--- config.mk ---
export PLATFORM = sky130hd
export DESIGN_NAME = fetch_controller
export DESIGN_NICKNAME = d
export VERILOG_FILES = /design/src/rtl/fetch_controller_pkg.sv /design/src/rtl/fetch_ctrl_imem_mux.sv /design/src/rtl/fetch_ctrl_perf.sv /design/src/rtl/fetch_controller.sv
export SDC_FILE = /design/constraint.sdc
export NUM_CORES = 1
export LEC_CHECK = 0
export CAP_MARGIN = 25
export CORE_AREA = 2 2 74 111
export CTS_BUF_LIST = sky130_fd_sc_hd__clkbuf_4
export DETAILED_ROUTE_END_ITERATION = 12
export DIE_AREA = 0 0 76 113
export GPL_ROUTABILITY_DRIVEN = 1
export PLACE_DENSITY_LB_ADDON = 0.12
export SETUP_SLACK_MARGIN = 0.05
export SLEW_MARGIN = 10
export SYNTH_ARGS = -nofsm -noshare
export SYNTH_HDL_FRONTEND = slang
export SYNTH_HIERARCHICAL = 1
export SYNTH_SLANG_ARGS = --single-unit
--- constraint.sdc ---
create_clock -name clk -period 2.3 [get_ports clk]
set_clock_uncertainty 0.05 [all_clocks]
set_input_delay 0.23 -clock clk [delete_from_list [all_inputs] [get_ports clk]]
set_output_delay 0.23 -clock clk [all_outputs]
set_load 0.01 [all_outputs]
--- src/rtl/fetch_controller_pkg.sv ---
// Shared types for the fetch controller: FSM state encoding and the sequential PC step.
package fetch_controller_pkg;

  typedef enum logic [1:0] {
    FetchRun    = 2'd0,
    FetchBrWait = 2'd1,
    FetchHalt   = 2'd2,
    FetchLoad   = 2'd3
  } fetch_ctrl_state_e;

  localparam int unsigned PcStep = 4;

endpackage

--- src/rtl/fetch_ctrl_imem_mux.sv ---
// Instruction-memory port mux: the loader owns the port while the controller is in LOAD.
module fetch_ctrl_imem_mux #(
  parameter int unsigned XLEN = 32
) (
  input  logic [XLEN-1:0] pc_i,
  input  logic [XLEN-1:0] load_addr_i,
  input  logic            load_sel_i,
  output logic [XLEN-1:0] imem_addr_o,
  output logic            load_grant_o
);

  always_comb begin
    imem_addr_o  = load_sel_i ? load_addr_i : pc_i;
    load_grant_o = load_sel_i;
  end

endmodule

--- src/rtl/fetch_ctrl_perf.sv ---
// Saturating stall/flush performance counters, instantiated only with FETCH_CTRL_PERF_EN.
module fetch_ctrl_perf (
  input  logic        clk,
  input  logic        rst,
  input  logic        stall_i,
  input  logic        flush_i,
  output logic [31:0] perf_stall_cnt_o,
  output logic [31:0] perf_flush_cnt_o
);

  logic [31:0] stall_q, stall_d;
  logic [31:0] flush_q, flush_d;

  always_comb begin
    stall_d = stall_q;
    flush_d = flush_q;
    if (stall_i && (stall_q != '1)) stall_d = stall_q + 32'd1;
    if (flush_i && (flush_q != '1)) flush_d = flush_q + 32'd1;
  end

  always_ff @(posedge clk) begin
    if (rst) begin
      stall_q <= '0;
      flush_q <= '0;
    end else begin
      stall_q <= stall_d;
      flush_q <= flush_d;
    end
  end

  assign perf_stall_cnt_o = stall_q;
  assign perf_flush_cnt_o = flush_q;

endmodule

--- src/rtl/fetch_controller.sv ---
// Fetch-stage sequencer: PC register, fetch FSM and imem port arbitration with the loader.
// Optional perf counters are added when FETCH_CTRL_PERF_EN is defined.
module fetch_controller
  import fetch_controller_pkg::*;
#(
  parameter int unsigned     XLEN       = 32,
  parameter logic [XLEN-1:0] RESET_PC   = '0,
  parameter int unsigned     BR_TIMEOUT = 64
) (
  input  logic            clk,
  input  logic            rst,
  input  logic            data_hazard_i,
  input  logic            predict_miss_i,
  input  logic [XLEN-1:0] redirect_pc_i,
  input  logic            resolve_valid_i,
  input  logic            inst_is_branch_i,
  input  logic            predict_taken_i,
  input  logic            halt_req_i,
  input  logic            load_req_i,
  input  logic [XLEN-1:0] load_addr_i,
  input  logic            load_done_i,
  output logic [XLEN-1:0] pc_o,
  output logic [XLEN-1:0] imem_addr_o,
  output logic            fetch_valid_o,
  output logic            fetch_hold_o,
  output logic            load_grant_o,
  output logic            halted_o,
  output logic            br_timeout_err_o,
`ifdef FETCH_CTRL_PERF_EN
  output logic [31:0]     perf_stall_cnt_o,
  output logic [31:0]     perf_flush_cnt_o,
`endif
  output logic [1:0]      state_o
);

  localparam int unsigned     CntW   = $clog2(BR_TIMEOUT + 1);
  localparam logic [CntW-1:0] CntMax = CntW'(BR_TIMEOUT);

  fetch_ctrl_state_e state_q, state_d;
  logic [XLEN-1:0]   pc_q, pc_d;
  logic [CntW-1:0]   cnt_q, cnt_d;
  logic              err_q, err_d;
  logic              valid, hold, miss_accept;

  always_comb begin
    state_d     = state_q;
    pc_d        = pc_q;
    cnt_d       = '0;
    err_d       = err_q;
    valid       = 1'b0;
    hold        = 1'b0;
    miss_accept = 1'b0;
    if (predict_miss_i && (state_q != FetchLoad)) begin
      miss_accept = 1'b1;
      pc_d        = redirect_pc_i;
      state_d     = FetchRun;
    end else begin
      unique case (state_q)
        FetchRun: begin
          if (data_hazard_i) begin
            hold = 1'b1;
          end else if (halt_req_i) begin
            state_d = FetchHalt;
          end else if (inst_is_branch_i && predict_taken_i) begin
            valid   = 1'b1;
            state_d = FetchBrWait;
          end else begin
            valid = 1'b1;
            pc_d  = pc_q + XLEN'(PcStep);
          end
        end
        FetchBrWait: begin
          if (resolve_valid_i) begin
            pc_d    = redirect_pc_i;
            state_d = FetchRun;
          end else begin
            // Counter saturates at the limit; the error stays sticky until reset.
            cnt_d = (cnt_q != CntMax) ? cnt_q + CntW'(1) : cnt_q;
            if (cnt_d == CntMax) err_d = 1'b1;
          end
        end
        FetchHalt: begin
          if (load_req_i) begin
            state_d = FetchLoad;
          end else if (!halt_req_i) begin
            state_d = FetchRun;
          end
        end
        FetchLoad: begin
          if (load_done_i) begin
            pc_d    = RESET_PC;
            state_d = FetchHalt;
          end else if (!load_req_i) begin
            state_d = FetchHalt;
          end
        end
      endcase
    end
  end

  always_ff @(posedge clk) begin
    if (rst) begin
      state_q <= FetchRun;
      pc_q    <= RESET_PC;
      cnt_q   <= '0;
      err_q   <= 1'b0;
    end else begin
      state_q <= state_d;
      pc_q    <= pc_d;
      cnt_q   <= cnt_d;
      err_q   <= err_d;
    end
  end

  // Combinational controls are forced to their reset values while rst is asserted.
  assign fetch_valid_o    = valid & ~rst;
  assign fetch_hold_o     = hold & ~rst;
  assign halted_o         = ((state_q == FetchHalt) || (state_q == FetchLoad)) & ~rst;
  assign pc_o             = pc_q;
  assign br_timeout_err_o = err_q;
  assign state_o          = state_q;

  fetch_ctrl_imem_mux #(
    .XLEN(XLEN)
  ) u_imem_mux (
    .pc_i        (pc_q),
    .load_addr_i (load_addr_i),
    .load_sel_i  ((state_q == FetchLoad) && !rst),
    .imem_addr_o (imem_addr_o),
    .load_grant_o(load_grant_o)
  );

`ifdef FETCH_CTRL_PERF_EN
  fetch_ctrl_perf u_perf (
    .clk             (clk),
    .rst             (rst),
    .stall_i         ((!fetch_valid_o || fetch_hold_o) && !halted_o && !rst),
    .flush_i         (miss_accept && !rst),
    .perf_stall_cnt_o(perf_stall_cnt_o),
    .perf_flush_cnt_o(perf_flush_cnt_o)
  );
`endif

endmodule

# Word-level counts from Yosys, hierarchy flattened
# Cells that the tools add are included.
[totals]
elab_cells = 66
register_bits = 42
[op_classes]
n_eq_ne = 16
n_reduce_logical = 12
muxes = 25
add_sub_neg = 2
bitwise = 7
[ops]
columns = ["cell", "count"]
rows = [
  ["$mux W32", 7],
  ["$pmux W32 S3", 1],
  ["$add A32 B3 Y32 const B", 1],
  ["$ne A3 B3 Y1 const B", 8],
  ["$mux W2", 8],
  ["$pmux W2 S4", 1],
  ["$add A7 B1 Y7 const B", 1],
  ["$eq A7 B7 Y1 const B", 1],
  ["$mux W1", 7],
  ["$mux W7", 1],
  ["$ne A7 B7 Y1 const B", 1],
  ["$ne A2 B2 Y1 const B", 3],
  ["$reduce_and A6 Y1", 1],
  ["$reduce_and A5 Y1", 1],
  ["$eq A2 B2 Y1 const B", 2],
  ["$not A1 Y1", 4],
  ["$reduce_and A4 Y1", 1],
  ["$reduce_bool A4 Y1", 1],
  ["$reduce_or A4 Y1", 1],
  ["$and A1 B1 Y1", 3],
  ["$logic_and A1 B1 Y1", 3],
  ["$eq A2 B1 Y1 const B", 1],
  ["$logic_not A2 Y1", 1],
  ["$reduce_or A2 Y1", 1],
  ["2 further kinds", 2],
]

# Depth between registers and ports, before layout
[logic_depth]
word_depth = 6
depth_mapped = 8

# By module
# The synthesis kept the hierarchy.
[by_module_without_submodules]
columns = ["module", "instances", "cells_per_inst", "seq_area_each_um2", "area_per_inst_um2"]
rows = [
  ["fetch_controller", 1, 357, 840.8, 2693.8],
  ["fetch_ctrl_imem_mux", 1, 37, 0.0, 551.8],
]

# Worst setup path after synthesis
# Ideal clock, no wire load.
[synth_timing]
kind = "register to register"
from = "reg pc_q[11], in the netlist pc_o[11]"
to = "reg pc_q[20], in the netlist pc_o[20]"
path_buffers = 0
setup_ps = 132
path_slack_ps = 480
arrival_ps = 1639
period_less_slack_ps = 1820
path_stages_with_launch = 6
cell_sequence = "dfxtp_1 > nand4_4 > nor4_1 > nand4_1 > a221oi_2 > nor3_1"
[synth_via]
elab_chain_cells = 6
[synth_lines]
columns = ["element", "line", "text"]
rows = [
  ["from (decl)", "fetch_controller.sv:40", "logic [XLEN-1:0] pc_q, pc_d;"],
  ["from (signal assigned)", "fetch_controller.sv:109", "pc_q <= pc_d;"],
  ["$add A32 B3 Y32", "fetch_controller.sv:69", "pc_d = pc_q + XLEN'(PcStep);"],
  ["$mux W32", "fetch_controller.sv:64", "end else if (inst_is_branch_i && predict_taken_i) begin"],
  ["$mux W32", "fetch_controller.sv:62", "end else if (halt_req_i) begin"],
  ["$mux W32", "fetch_controller.sv:60", "if (data_hazard_i) begin"],
  ["$pmux W32 S3", "fetch_controller.sv:58", "unique case (state_q)"],
  ["$mux W32", "fetch_controller.sv:53", "if (predict_miss_i && (state_q != FetchLoad)) begin"],
]
# Every way passes these cells. The select of a mux whose other input is x is not followed.
# A chain may end at the register's enable or synchronous reset.

# Final worst setup path
[layout_timing]
from = "reg state_q[0], in the netlist state_o[0]"
to = "out imem_addr_o[31]"
[layout_via]
elab_chain_cells = 3
[layout_lines]
columns = ["element", "line", "text"]
rows = [
  ["from (decl)", "fetch_controller.sv:39", "fetch_ctrl_state_e state_q, state_d;"],
  ["from (signal assigned)", "fetch_controller.sv:103", "state_q <= FetchRun;"],
  ["from (signal assigned)", "fetch_controller.sv:108", "state_q <= state_d;"],
  ["$eq A2 B2 Y1", "fetch_controller.sv:128", ".load_sel_i ((state_q == FetchLoad) && !rst),"],
  ["$logic_and A1 B1 Y1", "fetch_controller.sv:128", ""],
  ["$mux W32", "fetch_ctrl_imem_mux.sv:13", "imem_addr_o = load_sel_i ? load_addr_i : pc_i;"],
  ["to (decl)", "fetch_controller.sv:23", "output logic [XLEN-1:0] imem_addr_o,"],
]
# Every way passes these cells.

==> results_dict.tcl <==
set metrics [dict create \
    status "complete, no violations" \
    final-seq-area_um2 841 \
    port_buffers 144 \
    numCtsBuffers 5 \
    grt_max_degree 33 \
    rsz0062_at_grt "yes" \
    cts_buffer_depth 2 \
    cts_max_level 2 \
    total_power_mw 2.01 \
    vias_per_cell 5.71 \
    fmax_ghz 0.469 \
    dpl_worst_slack_ps 59.6 \
    hold_end "pc_o[6]" \
    fp.dieH_um 113 \
    nets 626 \
    cp_slowest_cell "dfxtp_1" \
    seq_area_frac_synth 0.259 \
    synthArstFlopShare 0 \
    min_path_type "input pin to flop" \
    wl_per_cell_um 16.3 \
    utilization 0.659 \
    worst_path_largest_cell_delay_ps 360 \
    num_io_pins 145 \
    antenna_found_initial 0 \
    setup_ws_ps 166 \
    synth_fp_nets 471 \
    syn-cell-area_um2 3250 \
    antenna_cells 0 \
    required_ps 2020 \
    drt_first_iter_violations 349 \
    yosys_register_bits 42 \
    whs_path_depth 3 \
    crit_path_start_kind "flop" \
    reg2reg_to "pc_o[30]" \
    die-area_um2 8590 \
    synth-xor-area-share 0.0189 \
    fillers 669 \
    r2r_slack_ps 240 \
    synth.distinct_cells 58 \
    start_util 0.429 \
    synth_warnings 6 \
    core_um2 7560 \
    row_count 39 \
    power_density_nw_per_um2 403 \
    synth_edf_count 0 \
    crit_chain "nand2_1 > nor2_4 > buf_12 > mux2_2 > dlygate4sd2_1" \
    layout_min_cycle_time_ps 2130 \
    area_growth_pct 53.5 \
    tightest_slew_ps 517 \
    synth_common_cells "dfxtp_1, a21oi_1, nor2_1" \
    dp_hpwl_um 7870 \
    whs_ps 357 \
    leakage_nw 1.96 \
    end_kind "output pin" \
    synthFlopType "dfxtp_1" \
    synth_top_area_share 0.259 \
    syn-mean-instance-area_um2 8.24 \
    clk_latency_ps 360 \
    ys_top_cells_by_area "dfxtp_1, mux2_4, a21oi_1, nor2_1, nand2_1" \
    cts_root_buffer "clkbuf_4" \
    cap_violations 0 \
    post-route-period-util 0.928 \
    timing.rr.start "pc_o[7]" \
    grt_pass1_vias 3528 \
    drive_gt1_frac 0.160 \
    synthMostInstantiatedCell "dfxtp_1" \
    vdd_drop_max_v 0.000268 \
    via_count 3723 \
    synth_compound_area_frac 0.244 \
    gp_congestion 0.818 \
    setup_viol 0 \
    syn_inst 394 \
    slew_violations 0 \
    dr.pass1.iters 5 \
    cts_tree "yes" \
    die_w_um 76 \
    criticalPathCategory "flop to output pin" \
    slew_headroom 0.653 \
    cp_max_fo 18 \
    multi_input_area_um2 2210 \
    synthAdderAreaFrac 0.0116 \
    track_usage 0.239 \
    synth-simple-area-share 0.249 \
    overflow 0 \
    cts.sinks 42 \
    arrival_ps 1850 \
    wirelength_um 10700 \
    drc 0 \
    synth.area.mux_share 0.152 \
    path_clk_slew_ps 150 \
    min-delay-start "redirect_pc_i[6]" \
    reg2reg_depth 6 \
    ant_nets 0 \
    synth_top_family_by_area "simple AND/OR/NAND/NOR gates" \
    synth_top_cell_by_area "dfxtp_1" \
    hold_viol 0 \
    grt_pass1_wl_um 17200 \
]
==> state kept, by name, summed over array words and instances, names as in the netlist <==
signal	flops
pc_o	32
cnt_q	7
state_o	2
br_timeout_err_o	1
==> cell type report <==
class | count | share of cell area
clock inverter | 2 | 0.00754
tap | 102 | 0.0256
sequential | 42 | 0.169
multi-input combinational | 316 | 0.443
clock buffer | 6 | 0.00904
inverter | 7 | 0.00528
timing repair buffer | 177 | 0.341
==> cell usage in the layout, fill, tap and decap left out, types with 8 or more instances in the layout <==
master / n
dfxtp_1: 42
mux2_4: 30
nand4_1: 11
clkdlybuf4s50_1: 111
nor4_1: 8
nor2_1: 36
o21ai_0: 24
buf_4: 29
nand2_1: 34
nor3_1: 12
a21oi_1: 40
a32o_1: 8
dlygate4sd2_1: 33
nand3_1: 12
==> repair_timing <==
item / in CTS / in global routing
hold buffers: 0 / 0
buffers inserted: 1 / 1
setup endpoints to repair: 32 / 2
resized for setup: 33 / 1
==> per-layer routing <==
| layer | part of all wire | vias to the layer above | track usage |
|---|---|---|---|
| met4 | 0.016 | 0 | 0.0727 |
| met1 | 0.40 | 1741 | 0.283 |
| li1 | - | 1797 | - |
| met3 | 0.060 | 14 | 0.0359 |
| met5 | 0 | - | 0 |
| met2 | 0.53 | 171 | 0.445 |
==> logic make-up after synthesis <==
kind of cell,count (synthesis)
and+or+nand+nor,151
muxes,34
DFF,42
xor gates and xnor gates,7
AOI/OAI and AO/OA,121
adders and majority gates,3
buffers and inverters,36
==> power breakdown <==
part           internal, mW  total, mW  switching [mW]
clock network         0.241      0.506           0.265
logic                 0.390      0.670           0.280
registers             0.769      0.832          0.0625
total                  1.40       2.01           0.607
==> worst max-delay path, delay by kind of cell, from the launching register on <==
family | cells | cell delay [ps]
muxes | 1 | 340
DFF | 1 | 360
buffers and inverters | 2 | 480
and+or+nand+nor | 2 | 310
==> metrics by stage <==
stage,setup TNS (ps),std cells,cell area (µm²)
global placement,0,642,4920
finish,0,652,4980
CTS,0,651,4970
floorplan,0,394,3250
detailed placement,0,642,4920
global route,-1.28,652,4980
==> how the worst max path moves through the flow <==
| stage | start | endpoint | slack, ps |
|---|---|---|---|
| floorplan | pc_o[11] | pc_o[20] | 480 |
| global placement | rst | imem_addr_o[31] | 70 |
| detailed placement | rst | imem_addr_o[31] | 60 |
| CTS | state_o[0] | imem_addr_o[31] | 140 |
| global route | pc_o[19] | pc_o[23] | -1 |
| finish | state_o[0] | imem_addr_o[31] | 170 |
No activity file was read; power rests on OpenSTA's default activity.
